$ cat src/rtl/rv32_pkg.sv
// Shared RV32 core types: load/store width codes, LSU states, writeback sources.
package rv32_pkg;

    localparam logic [2:0] LSU_B  = 3'b000;
    localparam logic [2:0] LSU_H  = 3'b001;
    localparam logic [2:0] LSU_W  = 3'b010;
    localparam logic [2:0] LSU_BU = 3'b100;
    localparam logic [2:0] LSU_HU = 3'b101;

    typedef enum logic [1:0] {
        LSU_IDLE = 2'b00,
        LSU_BUS  = 2'b01,
        LSU_RESP = 2'b10
    } lsu_state_t;

    typedef enum logic [1:0] {
        WB_ALU = 2'b00,
        WB_MEM = 2'b01,
        WB_PC4 = 2'b10,
        WB_CSR = 2'b11
    } wb_source_t;

endpackage

$ cat src/rtl/rv32_mod_lsu_align.sv
// LSU lane logic: byte enables, store replication, load lane select/extension.
// RV32_LSU_MISALIGN_CHECK_EN enables the misalignment flag.
module rv32_mod_lsu_align
    import rv32_pkg::*;
(
    input  logic [2:0]  funct,
    input  logic [1:0]  addr_lo,
    input  logic [31:0] wdata,
    input  logic [31:0] rdata,
    output logic [3:0]  be,
    output logic [31:0] wdata_rep,
    output logic [31:0] rdata_ext,
    output logic        misalign
);

    logic [1:0]  lo;
    logic [31:0] sh;
    logic        sext;

    // Halfword/word offsets are truncated to their natural alignment
    always_comb begin
        lo        = 2'b00;
        be        = 4'b1111;
        wdata_rep = wdata;
        case (funct[1:0])
            LSU_B[1:0]: begin
                lo        = addr_lo;
                be        = 4'b0001 << lo;
                wdata_rep = {4{wdata[7:0]}};
            end
            LSU_H[1:0]: begin
                lo        = {addr_lo[1], 1'b0};
                be        = 4'b0011 << lo;
                wdata_rep = {2{wdata[15:0]}};
            end
            default: begin
                lo        = 2'b00;
                be        = 4'b1111;
                wdata_rep = wdata;
            end
        endcase
    end

    assign sh   = rdata >> {lo, 3'b000};
    assign sext = ~funct[2];

    always_comb begin
        rdata_ext = sh;
        case (funct[1:0])
            LSU_B[1:0]: rdata_ext = {{24{sext & sh[7]}}, sh[7:0]};
            LSU_H[1:0]: rdata_ext = {{16{sext & sh[15]}}, sh[15:0]};
            default:    rdata_ext = sh;
        endcase
    end

`ifdef RV32_LSU_MISALIGN_CHECK_EN
    assign misalign = ((funct[1:0] == LSU_H[1:0]) & addr_lo[0])
                    | ((funct[1:0] == LSU_W[1:0]) & (|addr_lo));
`else
    assign misalign = 1'b0;
`endif

endmodule

$ cat src/rtl/rv32_mod_load_store_unit.sv
// RV32 load/store unit: single outstanding access with bus watchdog.
// RV32_LSU_MISALIGN_CHECK_EN turns misaligned H/W accesses into faults.
module rv32_mod_load_store_unit
    import rv32_pkg::*;
#(
    parameter int unsigned TIMEOUT_CYCLES = 255
) (
    input  logic        clk,
    input  logic        rst_n,
    input  logic        req_valid,
    output logic        req_ready,
    input  logic        req_wr,
    input  logic [2:0]  req_funct,
    input  logic [31:0] req_addr,
    input  logic [31:0] req_wdata,
    output logic        resp_valid,
    output logic [31:0] resp_rdata,
    output logic        resp_err,
    output logic        bus_req,
    output logic        bus_wr,
    output logic [31:0] bus_addr,
    output logic [3:0]  bus_be,
    output logic [31:0] bus_wdata,
    input  logic        bus_ack,
    input  logic [31:0] bus_rdata,
    input  logic        bus_err
);

    localparam int unsigned CW =
        (TIMEOUT_CYCLES > 1) ? $clog2(TIMEOUT_CYCLES + 1) : 1;

    lsu_state_t    state_q, state_d;
    logic          wr_q;
    logic [2:0]    funct_q;
    logic [1:0]    lo_q;
    logic [CW-1:0] cnt_q;
    logic [31:0]   rdata_q;
    logic          err_q;

    logic [2:0]  sel_funct;
    logic [1:0]  sel_lo;
    logic [3:0]  be;
    logic [31:0] wrep;
    logic [31:0] rext;
    logic        misalign;
    logic        accept;
    logic        illegal;
    logic        tmo;

    // Live request drives the lane logic while idle, latched copy afterwards
    assign sel_funct = (state_q == LSU_IDLE) ? req_funct : funct_q;
    assign sel_lo    = (state_q == LSU_IDLE) ? req_addr[1:0] : lo_q;

    rv32_mod_lsu_align u_align (
        .funct     (sel_funct),
        .addr_lo   (sel_lo),
        .wdata     (req_wdata),
        .rdata     (bus_rdata),
        .be        (be),
        .wdata_rep (wrep),
        .rdata_ext (rext),
        .misalign  (misalign)
    );

    assign illegal = !(req_funct inside {LSU_B, LSU_H, LSU_W, LSU_BU, LSU_HU})
                   | (req_wr & req_funct[2])
                   | misalign;

    assign accept = (state_q == LSU_IDLE) & req_valid;
    assign tmo    = (state_q == LSU_BUS) & ~bus_ack & (TIMEOUT_CYCLES != 0)
                  & ((32'(cnt_q) + 32'd1) == TIMEOUT_CYCLES);

    always_ff @(posedge clk or negedge rst_n) begin
        if (!rst_n) state_q <= LSU_IDLE;
        else        state_q <= state_d;
    end

    always_comb begin
        state_d = state_q;
        case (state_q)
            LSU_IDLE: if (accept) state_d = illegal ? LSU_RESP : LSU_BUS;
            LSU_BUS:  if (bus_ack || tmo) state_d = LSU_RESP;
            LSU_RESP: state_d = LSU_IDLE;
            default:  state_d = LSU_IDLE;
        endcase
    end

    always_ff @(posedge clk or negedge rst_n) begin
        if (!rst_n) begin
            wr_q      <= 1'b0;
            funct_q   <= 3'b000;
            lo_q      <= 2'b00;
            cnt_q     <= '0;
            rdata_q   <= 32'd0;
            err_q     <= 1'b0;
            bus_req   <= 1'b0;
            bus_wr    <= 1'b0;
            bus_addr  <= 32'd0;
            bus_be    <= 4'd0;
            bus_wdata <= 32'd0;
        end else if (accept) begin
            wr_q    <= req_wr;
            funct_q <= req_funct;
            lo_q    <= req_addr[1:0];
            cnt_q   <= '0;
            rdata_q <= 32'd0;
            err_q   <= illegal;
            if (!illegal) begin
                bus_req   <= 1'b1;
                bus_wr    <= req_wr;
                bus_addr  <= {req_addr[31:2], 2'b00};
                bus_be    <= be;
                bus_wdata <= wrep;
            end
        end else if (state_q == LSU_BUS) begin
            if (bus_ack || tmo) begin
                bus_req   <= 1'b0;
                bus_wr    <= 1'b0;
                bus_addr  <= 32'd0;
                bus_be    <= 4'd0;
                bus_wdata <= 32'd0;
                err_q     <= bus_ack ? bus_err : 1'b1;
                rdata_q   <= (!bus_ack || wr_q || bus_err) ? 32'd0 : rext;
            end else begin
                cnt_q <= cnt_q + CW'(1);
            end
        end
    end

    assign req_ready  = (state_q == LSU_IDLE);
    assign resp_valid = (state_q == LSU_RESP);
    assign resp_rdata = resp_valid ? rdata_q : 32'd0;
    assign resp_err   = resp_valid & err_q;

endmodule
$ cat config.mk
export PLATFORM = sky130hd
export DESIGN_NAME = rv32_mod_load_store_unit
export DESIGN_NICKNAME = d
export VERILOG_FILES = /design/src/rtl/rv32_pkg.sv /design/src/rtl/rv32_mod_lsu_align.sv /design/src/rtl/rv32_mod_load_store_unit.sv
export SDC_FILE = /design/constraint.sdc
export NUM_CORES = 1
export LEC_CHECK = 0
export ABC_AREA = 1
export ABC_CLOCK_PERIOD_IN_PS = 4930
export BUFFER_PORTS_ARGS = -buffer_cell sky130_fd_sc_hd__buf_2
export CORE_UTILIZATION = 54
export DETAILED_ROUTE_END_ITERATION = 7
export GPL_ROUTABILITY_DRIVEN = 1
export PLACE_DENSITY = 0.86
export REMOVE_ABC_BUFFERS = 1
export SKIP_LAST_GASP = 1
export SYNTH_ARGS = -nofsm -noshare
export SYNTH_HDL_FRONTEND = slang
export SYNTH_SLANG_ARGS = --single-unit
$ cat constraint.sdc
create_clock -name clk -period 4.93 [get_ports clk]
set_clock_uncertainty 0.1 [all_clocks]
set_input_delay 0.493 -clock clk [delete_from_list [all_inputs] [get_ports clk]]
set_output_delay 0.493 -clock clk [all_outputs]
set_load 0.01 [all_outputs]
### After elaboration in Yosys (flattened, before gate mapping)

Index checks and enable logic that the tools add are counted.

| storage, ports and cells | value |
|---|---|
| bits in read-only memories | 0 |
| bits in latches | 0 |
| memory bits (writable) | 0 |
| memories kept | 0 |
| flip-flop bits (word level) | 119 |
| input port bits | 105 |

| cells by class | value |
|---|---|
| $lt $le $gt $ge | 0 |
| multipliers | 0 |
| muxes and demuxes | 38 |
| reductions and logical operators | 15 |
| divide/modulo/power cells | 0 |
| bitwise operators | 10 |
| add/subtract/negate cells | 2 |
| shift operators | 3 |
| equal/unequal tests | 12 |

Operator list:

| operator | count |
|---|---|
| $mux W32 | 11 |
| $pmux W32 S2 | 2 |
| $shr A32 B5 Y32 | 1 |
| $mux W8 | 3 |
| $mux W4 | 4 |
| $mux W1 | 10 |
| $add A8 B1 Y9 const B | 1 |
| $eq A9 B8 Y1 const B | 1 |
| $add A8 B1 Y8 const B | 1 |
| $mux W2 | 4 |
| $pmux W2 S2 | 2 |
| $pmux W4 S2 | 1 |
| $and A1 B1 Y1 | 7 |
| $eq A3 B3 Y1 const B | 2 |
| $reduce_and A2 Y1 | 3 |
| $reduce_bool A5 Y1 | 1 |
| $eq A2 B1 Y1 const B | 2 |
| $logic_not A2 Y1 | 2 |
| $ne A2 B1 Y1 const B | 2 |
| $ne A2 B2 Y1 const B | 2 |
| $reduce_bool A2 Y1 | 2 |
| $shl A1 B2 Y4 const A | 1 |
| $shl A2 B2 Y4 const A | 1 |
| $eq A3 B1 Y1 const B | 1 |
| other kinds (9) | 13 |

### Logic depth before layout (Yosys ltp)

Gate-level depths: netlist of the first run.

| depth | value |
|---|---|
| depth after elaboration | 11 |
| gate-level depth with buffers | 15 |
| gate-level depth less buffers | 14 |

### Hierarchy

From an unflattened synthesis of the first run, not the netlist that was laid out.

| second synthesis, totals | value |
|---|---|
| cells, all modules | 887 |
| area total of the unflattened synthesis | 6399.9 µm² |

Modules (own cells, without submodules):

| module | cells each | area each (µm²) | sequential area each (µm²) | instances |
|---|---|---|---|---|
| rv32_mod_load_store_unit | 639 | 5187.5 | 2927.8 | 1 |
| rv32_mod_lsu_align | 248 | 1212.4 | 0.0 | 1 |

### Worst setup path before layout of the first run

Ideal clock, no wire load.

| timing path | value |
|---|---|
| path type | register to register |
| start | reg cnt_q[0] |
| end | reg rdata_q[24] |
| arrival | 1706 ps |
| cell stages (with the launch flop) | 15 |
| clock period less this slack | 1924 ps |
| setup time | 117 ps |
| required time | 4713 ps |
| slack | 3006 ps |
| path buffers | 1 |
| cells stage by stage | dfrtp_1 -> ha_1 -> nand2_1 -> nand2_1 -> nor2_1 -> nand3_1 -> nor2_1 -> nand3_1 -> nand2_1 -> nand2_2 -> nand2_2 -> inv_2 -> buf_2 -> nand2_1 -> nand2_1 |

| between the ends | value |
|---|---|
| longest elaborated chain between the ends | 6 |

Ends and longest elaborated chain:

| item | RTL line | RTL |
|---|---|---|
| start: declaration | rv32_mod_load_store_unit.sv:36 | `logic [CW-1:0] cnt_q;` |
| start signal: assignment | rv32_mod_load_store_unit.sv:125 | `cnt_q <= cnt_q + CW'(1);` |
| $add A8 B1 Y9 | rv32_mod_load_store_unit.sv:71 | `& ((32'(cnt_q) + 32'd1) == TIMEOUT_CYCLES);` |
| $eq A9 B8 Y1 | rv32_mod_load_store_unit.sv:71 |  |
| $and A1 B1 Y1 | rv32_mod_load_store_unit.sv:71 |  |
| $logic_or A1 B1 Y1 | rv32_mod_load_store_unit.sv:116 | `if (bus_ack \|\| tmo) begin` |
| $reduce_bool A2 Y1 (no source line) | - |  |
| $reduce_and A2 Y1 (no source line) | - |  |
| end signal: assignment | rv32_mod_load_store_unit.sv:123 | `rdata_q <= (!bus_ack \|\| wr_q \|\| bus_err) ? 32'd0 : rext;` |
| end: declaration | rv32_mod_load_store_unit.sv:37 | `logic [31:0] rdata_q;` |

Every way passes these cells.
A chain may end at the register's enable or synchronous reset.

### Worst setup path in the final report of the first run

| timing path | value |
|---|---|
| start | reg state_q[0] |
| end | reg rdata_q[17] |

| between the ends | value |
|---|---|
| longest elaborated chain between the ends | 11 |

Ends and longest elaborated chain:

| item | RTL line | RTL |
|---|---|---|
| start: declaration | rv32_mod_load_store_unit.sv:32 | `lsu_state_t state_q, state_d;` |
| start signal: assignment | rv32_mod_load_store_unit.sv:75 | `else state_q <= state_d;` |
| $logic_not A2 Y1 | rv32_mod_load_store_unit.sv:51, rv32_mod_load_store_unit.sv:52, rv32_mod_load_store_unit.sv:69 |  |
| $mux W3 | rv32_mod_load_store_unit.sv:51 | `assign sel_funct = (state_q == LSU_IDLE) ? req_funct : funct_q;` |
| $eq A2 B1 Y1 or $logic_not A2 Y1 (tied branches) | rv32_mod_lsu_align.sv:25, rv32_mod_lsu_align.sv:49 |  |
| $pmux W2 S2 | rv32_mod_lsu_align.sv:25 | `case (funct[1:0])` |
| $shr A32 B5 Y32 | rv32_mod_lsu_align.sv:44 | `assign sh = rdata >> {lo, 3'b000};` |
| $and A1 B1 Y1 (on tied branches) | rv32_mod_lsu_align.sv:51, rv32_mod_lsu_align.sv:50 |  |
| $pmux W32 S2 | rv32_mod_lsu_align.sv:49 | `case (funct[1:0])` |
| $mux W32 | rv32_mod_load_store_unit.sv:123 |  |
| $mux W32 | rv32_mod_load_store_unit.sv:116 |  |
| $mux W32 | rv32_mod_load_store_unit.sv:115 | `end else if (state_q == LSU_BUS) begin` |
| $mux W32 | rv32_mod_load_store_unit.sv:101 | `end else if (accept) begin` |

Several ways; a longest one is shown, not always the timed one. The select of a mux whose other input is x is not followed.

==> results.py, run 1 <==
metrics = {
    "worst_setup_path": {
        "rrSetupSlack_ps": 2120,
        "r2r_end": "rdata_q[17]$_DFFE_PN0P_",
        "rr_startpoint": "state_q[0]$_DFFE_PN0P_",
        "critical_path.startpoint": "state_q[0]$_DFFE_PN0P_",
        "cp-start-kind": "flip-flop",
        "worst-path-max-fanout": 34,
        "critPathKind": "reg -> reg",
        "worst_ep_required_time_ps": 5230,
        "worstSetupEndpointType": "flip-flop",
        "cp_data_arrival_time_ps": 3110,
        "reg2reg_depth": 10,
    },
    "clock_tree": {
        "postCtsSetupBuffers": 0,
        "cts_inserted_buffers": 17,
        "root_buffer": "clkbuf_8",
        "h-tree-depth": 4,
        "clock_path_buffers": 2,
        "postCtsHoldBufs": 0,
        "cts_tree": "yes",
        "clk_latency_ps": 510,
        "cts_resized": 0,
        "clkTransAtPathRegs_ps": 60,
        "clock_sinks": 117,
    },
    "floorplanning": {
        "die_area_um2": 11400,
        "coreArea_um2": 10500,
        "initial_utilization_pct": 56.5,
        "die_h_um": 107,
        "chipWidth_um": 107,
        "rows": 37,
        "io_pins": 210,
    },
    "detailed_routing": {
        "wirelength_um": 17300,
        "ant_nets": 0,
        "avgViaCountPerCell": 5.44,
        "drcViolationCount": 0,
        "dr.pass1.iters": 5,
        "avgRoutedWirePerCell_um": 15.6,
        "drtIter0Drc": 471,
        "vias": 6029,
    },
    "timing": {
        "hold_viol_final": 0,
        "fmaxAchievable_mhz": 355,
        "setup_ws_ps": 2120,
        "fin_hold_ws_ps": 65.8,
        "post-route-period-util_pct": 57.1,
        "period_needed_ps": 2810,
        "setup_violations": 0,
        "fin_setup_tns_ps": 0,
        "relSlewSlack_pct": 30.9,
        "rsz0062_at_grt": "no",
        "tightest_slew_ps": 1040,
        "maxSlewViolCount": 0,
    },
    "yosys": {
        "ys_ff_latch": 117,
        "synthArstFlopShare_pct": 100,
        "synth_adder_area_share_pct": 0.422,
        "postSynthAreaPerCell_um2": 7.68,
        "synthXorXnorAreaFrac_pct": 0.148,
        "ys_warn_count": 0,
        "synthSimpleGateAreaFrac_pct": 29.1,
        "synth_compound_area_share_pct": 11.9,
        "synth-edff-count": 0,
        "yosys-top-cells-count": "nand2_1, dfrtp_1, nand3_1",
        "ys_seq_area_share_pct": 49.3,
        "synthCells": 773,
        "synth_top_area_share_pct": 49.3,
        "synth.distinct_cells": 32,
        "synthFlopType": "dfrtp_1",
        "synth_top_family_by_area": "simple AND/OR/NAND/NOR gates",
        "synth_area_um2": 5930,
        "yosysMostFrequentCell": "nand2_1",
        "synthTopCellsByArea": "dfrtp_1, nand2_1, nand3_1",
        "post_synth_mux_area_share_pct": 0,
        "synth_top_area_cell": "dfrtp_1",
    },
    "power": {
        "leakagePower_nw": 4.18,
        "ir_worst_vdd_v": 0.000415,
        "p_per_area_nw_per_um2": 526,
    },
    "cells_and_area": {
        "fin_util_pct": 72.7,
        "diodes": 0,
        "final_cell_area_um2": 7640,
        "layout-drive-gt1-share_pct": 27.7,
        "layout.nets": 1066,
        "area_growth_pct": 28.8,
    },
    "placed_design": {
        "place_congestion": 0.874,
        "place_area_um2": 6960,
        "pre_cts_ws_ps": 2130,
        "hpwl_um": 11700,
        "place.port_buffers": 207,
    },
    "global_route": {
        "antenna_found_initial": 1,
        "grt_pass1_wl_um": 27900,
        "overflow": 0,
        "grt_use_total_pct": 31.7,
        "grt_pass1_vias": 5886,
        "grt_max_degree": 84,
    },
    "run": {
        "drv_cap": 0,
    },
    "min_path": {
        "hp-class": "in -> async",
    },
    "outcome": {
        "status": "finished clean",
    },
}
-- kinds of logic after synthesis --
| group | Yosys count |
|---|---|
| simple gates | 392 |
| compound gates | 131 |
| buf+inv | 129 |
| flops | 117 |
| fa+ha+maj | 2 |
| xor+xnor | 1 |
| other cells | 1 |
-- layout make-up --
type / instances / area (um2)
Tap cell: 136 / 170
Sequential cell: 117 / 2930
Inverter: 84 / 315
Clock inverter: 14 / 248
Timing Repair Buffer: 211 / 1070
Multi-Input combinational cell: 528 / 2480
Clock buffer: 18 / 428
Fill cell: 838 / 2870
-- registers in the layout (all words and copies together) (netlist names) --
register	count
state_q	2
rdata_q	32
bus_addr	30
funct_q	3
lo_q	2
bus_req	1
cnt_q	8
bus_wdata	32
bus_be	4
err_q	1
wr_q	1
bus_wr	1
-- routing by layer --
metal / share of wire [%] / GRT usage [%]
met5: 0.075 / 0
met4: 2.8 / 14.3
met3: 8.9 / 8.75
met2: 49 / 52.7
met1: 39 / 38.3
-- power breakdown --
part           switching, W  total, W  leakage, nW  internal (W)
Combinational      0.000807   0.00123         2.33      0.000424
Clock              0.000469   0.00141        0.323      0.000944
Sequential         0.000154   0.00137         1.53       0.00122
Total               0.00143   0.00402         4.18       0.00259
-- worst max path at each step --
stage | to | slack, ps
after global placement | rdata_q[17]$_DFFE_PN0P_ | 2210
after CTS | bus_wdata[7]$_DFFE_PN0P_ | 2140
after global routing | rdata_q[26]$_DFFE_PN0P_ | 1830
final | rdata_q[17]$_DFFE_PN0P_ | 2120
after floorplan | bus_wr$_DFFE_PN0P_ | 140
after detailed placement | bus_wdata[29]$_DFFE_PN0P_ | 2130
-- worst max-delay path, stage by stage, from the launching register on --
cell	delay [ps]
dfrtp_1	440
nor2_4	220
nand2_1	120
nand2_4	370
nand2_2	350
inv_2	340
nand3_2	160
nand3_4	170
nand3_4	190
nand3_1	140
nand2_1	60
-- stage by stage --
step	total power, W	instances
global placement	0.00256	1076
global route	0.00424	1108
detailed placement	0.00260	1076
finish	0.00402	1108
CTS	0.00402	1108
floorplan	0.00207	729
-- cell usage in the layout, fill, tap and decap left out --
master,Yosys,layout
dfrtp_1,117,117
o22ai_1,8,8
clkbuf_16,0,16
nor2_1,56,55
nor2_2,1,1
buf_4,2,5
conb_1,1,2
nand2_2,5,5
nand4_1,4,4
and2_1,1,1
o21ai_0,93,93
a21oi_1,12,12
inv_1,79,79
clkinvlp_4,0,2
o21a_1,2,2
nor2_4,2,3
xnor2_1,1,1
inv_6,0,3
inv_2,4,5
bufinv_16,0,6
nand3_2,3,3
a22oi_1,3,3
o21ai_1,2,2
nand2_4,2,2
buf_2,22,206
o211ai_1,11,11
nand2_1,210,210
nand3_1,101,101
ha_1,2,2
clkbuf_8,0,2
or2_2,4,4
clkinv_4,0,3
nor2_8,1,1
nand3_4,2,2
(Power assumes the default switching activity.)
==> run 2, diff against run 1 <==
Settings changed: ABC_CLOCK_PERIOD_IN_PS 4930 to 2600, CORE_UTILIZATION 54 to 50, PLACE_DENSITY 0.86 to 0.8.
Clock period 4.93 ns to 2.6 ns, I/O delays scaled along.
==> results.py, run 2 (synthesis results as in run 1) <==
metrics = {
    "worst_setup_path": {
        "cp_data_arrival_time_ps": 2140,
        "crit_path_max_incr_delay_ps": 750,
        "crit_slowest_cell": "inv_1",
        "worstSetupEndpointType": "primary output",
        "worst-path-max-fanout": 33,
        "crit_chain": "inv_2, nor2_1, inv_1, nor2_1, buf_2",
        "worst-path-buf-inv": 3,
        "crit_family": "buffers and inverters",
        "critPathKind": "reg -> out",
        "cp-start-kind": "flip-flop",
        "worst_ep_required_time_ps": 2240,
        "crit_path_frequent_cell": "nor2_1",
    },
    "cells_and_area": {
        "biggestRegsByFlops": "bus_wdata x32, rdata_q x32, bus_addr x30",
        "layout_common_cells": "nand2_1, buf_2, dfrtp_1, nand3_1, o21ai_0",
        "final_cell_area_um2": 8050,
        "area_growth_pct": 35.7,
        "layout-drive-gt1-share_pct": 27.2,
        "final_common_cell": "nand2_1",
        "layout.nets": 1110,
    },
    "timing": {
        "maxSlewViolCount": 0,
        "setup_violations": 0,
        "setup_ws_ps": 103,
        "fmaxAchievable_mhz": 400,
        "hold_viol_final": 0,
        "relSlewSlack_pct": 31.9,
        "post-route-period-util_pct": 96.0,
        "period_needed_ps": 2500,
        "rsz0062_at_grt": "yes",
        "tightest_slew_ps": 1020,
    },
    "detailed_routing": {
        "avgViaCountPerCell": 5.37,
        "vias": 6235,
        "ant_nets": 0,
        "avgRoutedWirePerCell_um": 16.2,
        "drtIter0Drc": 450,
        "dr.pass1.iters": 6,
        "drcViolationCount": 0,
        "wirelength_um": 18800,
    },
    "clock_tree": {
        "cts_tree": "yes",
        "postCtsSetupBuffers": 0,
        "clock_path_buffers": 2,
        "cts_inserted_buffers": 17,
        "clock_sinks": 117,
        "clk_latency_ps": 420,
        "clkTransAtPathRegs_ps": 50,
        "h-tree-depth": 4,
        "root_buffer": "clkbuf_16",
    },
    "global_route": {
        "grt_use_total_pct": 31.0,
        "grt_pass1_wl_um": 30200,
        "overflow": 0,
        "grt_max_degree": 73,
        "grt_pass1_vias": 6188,
        "antenna_found_initial": 2,
    },
    "placed_design": {
        "place.port_buffers": 207,
        "place_area_um2": 7060,
        "hpwl_um": 11900,
        "place_congestion": 0.881,
        "pre_cts_ws_ps": 220,
    },
    "run": {
        "drv_cap": 0,
    },
    "floorplanning": {
        "chipWidth_um": 111,
        "initial_utilization_pct": 51.7,
        "die_h_um": 111,
        "coreArea_um2": 11500,
        "io_pins": 210,
        "die_area_um2": 12300,
        "rows": 39,
    },
    "power": {
        "p_per_area_nw_per_um2": 927,
        "leakagePower_nw": 4.35,
        "ir_worst_vdd_v": 0.000526,
    },
    "outcome": {
        "status": "finished clean",
    },
    "min_path": {
        "hp-class": "in -> reg",
    },
}
==> run 2: changes by cell type in the layout (fill, tap and decap cells not counted), sizes merged, moves of 2 or more <==
| cell | before | now |
|---|---|---|
| buf | 211 | 218 |
| bufinv | 6 | 3 |
| clkbuf | 18 | 20 |
| clkinvlp | 2 | 4 |
| diode | 0 | 2 |
| dlygate4sd3 | 0 | 36 |
| inv | 87 | 85 |
==> run 2: metal layers <==
metal / vias up / global-route usage, % / routed length [um]
met5: - / 0 / 0
met4: 0 / 11.9 / 465
met3: 39 / 8.47 / 1660
met2: 314 / 52.7 / 9290
met1: 2935 / 37.5 / 7340
li1: 2947 / - / -
==> run 2: repair_timing <==
action                     CTS  global route
hold buffers                36             0
setup endpoints to repair    0            18
hold endpoints to repair   143             0
gates resized for setup      0             1
==> run 2: worst paths after layout <==
path	start	end	slack, ps	cells after the start
max in group asynchronous	rst_n	bus_addr[2]$_DFFE_PN0P_	1560	3
min reg2reg	rdata_q[29]$_DFFE_PN0P_	rdata_q[29]$_DFFE_PN0P_	380	2
min in group asynchronous	rst_n	rdata_q[3]$_DFFE_PN0P_	140	2
max	state_q[1]$_DFFE_PN0P_	resp_rdata[7]	100	5
min	req_wdata[19]	bus_wdata[19]$_DFFE_PN0P_	7	3
max reg2reg	state_q[0]$_DFFE_PN0P_	rdata_q[28]$_DFFE_PN0P_	240	11
==> run 2: layout make-up <==
class,count,area (um2)
Fill cell,917,3410
Sequential cell,117,2930
Multi-Input combinational cell,529,2500
Timing Repair Buffer,254,1520
Clock buffer,20,457
Inverter,84,315
Tap cell,143,179
Clock inverter,12,153
Antenna cell,2,5.00
==> run 2: power breakdown <==
part | switching, W | internal (W) | leakage (nW)
clock network | 0.000853 | 0.00155 | 0.288
logic | 0.00157 | 0.000886 | 2.53
registers | 0.000287 | 0.00231 | 1.53
==> run 2: through the flow <==
stage / setup TNS, ps / hold WS [ps] / util [%] / std cells / power, W
final: 0 / 7.29 / 70.2 / 1161 / 0.00747
after global routing: -33.9 / 20.1 / 70.2 / 1160 / 0.00787
after CTS: 0 / 3.88 / 70.0 / 1158 / 0.00741
after detailed placement: 0 / 27.4 / 61.6 / 1090 / 0.00495
after global placement: 0 / 24.4 / 61.6 / 1090 / 0.00490
after floorplan: -148620 / -136 / - / 729 / 0.00393
==> run 2: tightest hold or removal path: stages <==
cell and delay (ps):
buf_2 80, o211ai_1 80, nand2_1 70
==> run 3, diff against run 2 <==
--- a/config.mk
+++ b/config.mk
@@ -6,8 +6,8 @@
 export NUM_CORES = 1
 export LEC_CHECK = 0
-export ABC_AREA = 1
+export ABC_AREA = 0
 export ABC_CLOCK_PERIOD_IN_PS = 2600
 export BUFFER_PORTS_ARGS = -buffer_cell sky130_fd_sc_hd__buf_2
-export CORE_UTILIZATION = 50
+export CORE_UTILIZATION = 49
 export DETAILED_ROUTE_END_ITERATION = 7
 export GPL_ROUTABILITY_DRIVEN = 1
==> constraint.sdc (replaced) <==
create_clock -name clk -period 2.6 [get_ports clk]
set_clock_uncertainty 0.1 [all_clocks]
set_input_delay 0.52 -clock clk [delete_from_list [all_inputs] [get_ports clk]]
set_output_delay 0.52 -clock clk [all_outputs]
set_load 0.01 [all_outputs]
==> results.py, run 3 <==
metrics = {
    "cells_and_area": {
        "layout.nets": 820,
        "final_cell_area_um2": 7460,
        "layout_common_cells": "buf_2, dfrtp_1, nand2_1, a22o_1, and2_1",
        "final_common_cell": "buf_2",
        "area_growth_pct": 34.8,
        "biggestRegsByFlops": "bus_wdata x32, rdata_q x32, bus_addr x30",
        "layout-drive-gt1-share_pct": 39.7,
        "instances_no_fill": 868,
    },
    "clock_tree": {
        "clkTransAtPathRegs_ps": 60,
        "clock_path_buffers": 2,
        "clk_latency_ps": 410,
        "h-tree-depth": 4,
        "root_buffer": "clkbuf_16",
        "postCtsSetupBuffers": 0,
        "clock_sinks": 117,
        "cts_inserted_buffers": 17,
        "cts_tree": "yes",
    },
    "worst_setup_path": {
        "worst-path-max-fanout": 8,
        "cp_data_arrival_time_ps": 2640,
        "reg2reg_depth": 7,
        "r2r_end": "rdata_q[11]$_DFFE_PN0P_",
        "rr_startpoint": "state_q[0]$_DFFE_PN0P_",
        "worstSetupEndpointType": "flip-flop",
        "critPathKind": "reg -> reg",
        "worst_ep_required_time_ps": 2820,
        "rrSetupSlack_ps": 180,
        "cp-start-kind": "flip-flop",
    },
    "timing": {
        "setup_violations": 0,
        "rsz0062_at_grt": "no",
        "maxSlewViolCount": 0,
        "relSlewSlack_pct": 50.7,
        "fmaxAchievable_mhz": 413,
        "period_needed_ps": 2420,
        "setup_ws_ps": 178,
        "hold_viol_final": 0,
        "post-route-period-util_pct": 93.2,
        "tightest_slew_ps": 739,
    },
    "min_path": {
        "hold_start": "req_addr[20]",
        "hp-class": "in -> reg",
        "holdPathStages": 2,
        "min_to": "bus_addr[20]$_DFFE_PN0P_",
    },
    "placed_design": {
        "place.port_buffers": 207,
        "place_congestion": 0.855,
        "dp_cells": 833,
        "pre_cts_ws_ps": -36.2,
        "place_area_um2": 6850,
        "hpwl_um": 10800,
    },
    "global_route": {
        "grt_use_total_pct": 27.7,
        "overflow": 0,
        "grt_pass1_vias": 4923,
        "antenna_found_initial": 2,
        "grt_max_degree": 60,
        "grt_pass1_wl_um": 24400,
    },
    "floorplanning": {
        "initial_utilization_pct": 50.6,
        "io_pins": 210,
        "rows": 38,
        "chipWidth_um": 108,
        "coreArea_um2": 10900,
        "die_area_um2": 11700,
        "die_h_um": 108,
    },
    "detailed_routing": {
        "avgRoutedWirePerCell_um": 17.7,
        "wirelength_um": 15300,
        "drcViolationCount": 0,
        "drtIter0Drc": 299,
        "ant_nets": 0,
        "dr.pass1.iters": 5,
        "vias": 4886,
        "avgViaCountPerCell": 5.63,
    },
    "yosys": {
        "yosysMostFrequentCell": "dfrtp_1",
        "synth_area_um2": 5540,
        "yosys-top-cells-count": "dfrtp_1, nand2_1, a22o_1",
        "postSynthAreaPerCell_um2": 11.2,
        "ys_seq_area_share_pct": 52.9,
        "ys_ff_latch": 117,
        "synth.distinct_cells": 53,
        "synth_top_area_cell": "dfrtp_1",
        "synthTopCellsByArea": "dfrtp_1, a22o_1, mux2i_1",
        "synth-edff-count": 0,
        "synthCells": 496,
        "synthArstFlopShare_pct": 100,
        "synth_top_area_share_pct": 52.9,
        "synthFlopType": "dfrtp_1",
        "ys_warn_count": 0,
    },
    "power": {
        "ir_worst_vdd_v": 0.000653,
        "leakagePower_nw": 3.87,
        "p_per_area_nw_per_um2": 998,
        "finalPower_w": 0.00744,
    },
    "outcome": {
        "status": "finished clean",
    },
    "run": {
        "drv_cap": 0,
    },
}
-- run 3: cell count changes after synthesis, moves of 35 or more --
cell / change
a22o_1: +48
and2_1: +35
inv_1: -70
nand2_1: -157
nand3_1: -96
nor2_1: -48
o21ai_0: -72
-- run 3: logic make-up after synthesis --
logic type / Yosys count / share of synthesized area, %
buf+inv: 47 / 3.73
mux: 41 / 8.18
compound gates: 159 / 22.6
flops: 117 / 52.9
xor+xnor: 4 / 0.633
fa+ha+maj: 2 / 0.452
other cells: 1 / 0.0677
simple gates: 125 / 11.5
-- run 3: area by class of cell --
cell class / instances / area (um2)
Fill cell: 831 / 3480
Sequential cell: 117 / 2930
Multi-Input combinational cell: 333 / 2420
Timing Repair Buffer: 235 / 1300
Clock buffer: 18 / 439
Tap cell: 140 / 175
Clock inverter: 14 / 153
Inverter: 9 / 33.8
Antenna cell: 2 / 5.00
-- run 3: worst max path at each step --
stage | depth (start not counted) | to | startpoint
4_1_cts | 5 | rdata_q[23]$_DFFE_PN0P_ | state_q[0]$_DFFE_PN0P_
2_1_floorplan | 5 | bus_be[2]$_DFFE_PN0P_ | state_q[0]$_DFFE_PN0P_
3_3_place_gp | 8 | rdata_q[10]$_DFFE_PN0P_ | req_funct[1]
3_5_place_dp | 8 | rdata_q[13]$_DFFE_PN0P_ | req_funct[1]
5_1_grt | 8 | bus_wdata[8]$_DFFE_PN0P_ | cnt_q[0]$_DFFE_PN0P_
6_report | 7 | rdata_q[11]$_DFFE_PN0P_ | state_q[0]$_DFFE_PN0P_
-- run 3: worst max-delay path, stage by stage, from the launching register on --
cell and delay, ps:
dfrtp_1 440, or4b_1 520, o31a_1 230, mux2i_4 240, buf_4 160, o32ai_4 410, a21oi_1 80, o21ai_1 140
-- run 3: metal layers --
metal  vias to the layer above  wire [um]  track usage [%]
met2                       225       7690             46.7
met5                         -          0                0
met3                        22       1170             9.46
li1                       2267          -                -
met1                      2372       6190             32.5
met4                         0        275             10.6
-- run 3: timing repair --
item | CTS | global route
resized for setup | 0 | 1
endpoints found under the hold margin | 33 | 0
endpoints found under the setup margin | 0 | 16
hold buffers | 1 | 0
-- run 3: through the flow --
step | utilization [%] | setup TNS (ps) | hold WS, ps
finish | 68.2 | 0 | 229
global route | 68.2 | 0 | 213
CTS | 68.1 | 0 | 213
detailed placement | 62.6 | -96.2 | 368
global placement | 62.6 | 0 | 352
floorplan | - | -213310 | 124
-- run 3: where the power goes --
group	internal (W)	total (W)	switching [W]
Clock	0.00144	0.00232	0.000880
Sequential	0.00239	0.00273	0.000345
Combinational	0.00112	0.00239	0.00127
Total	0.00495	0.00744	0.00249
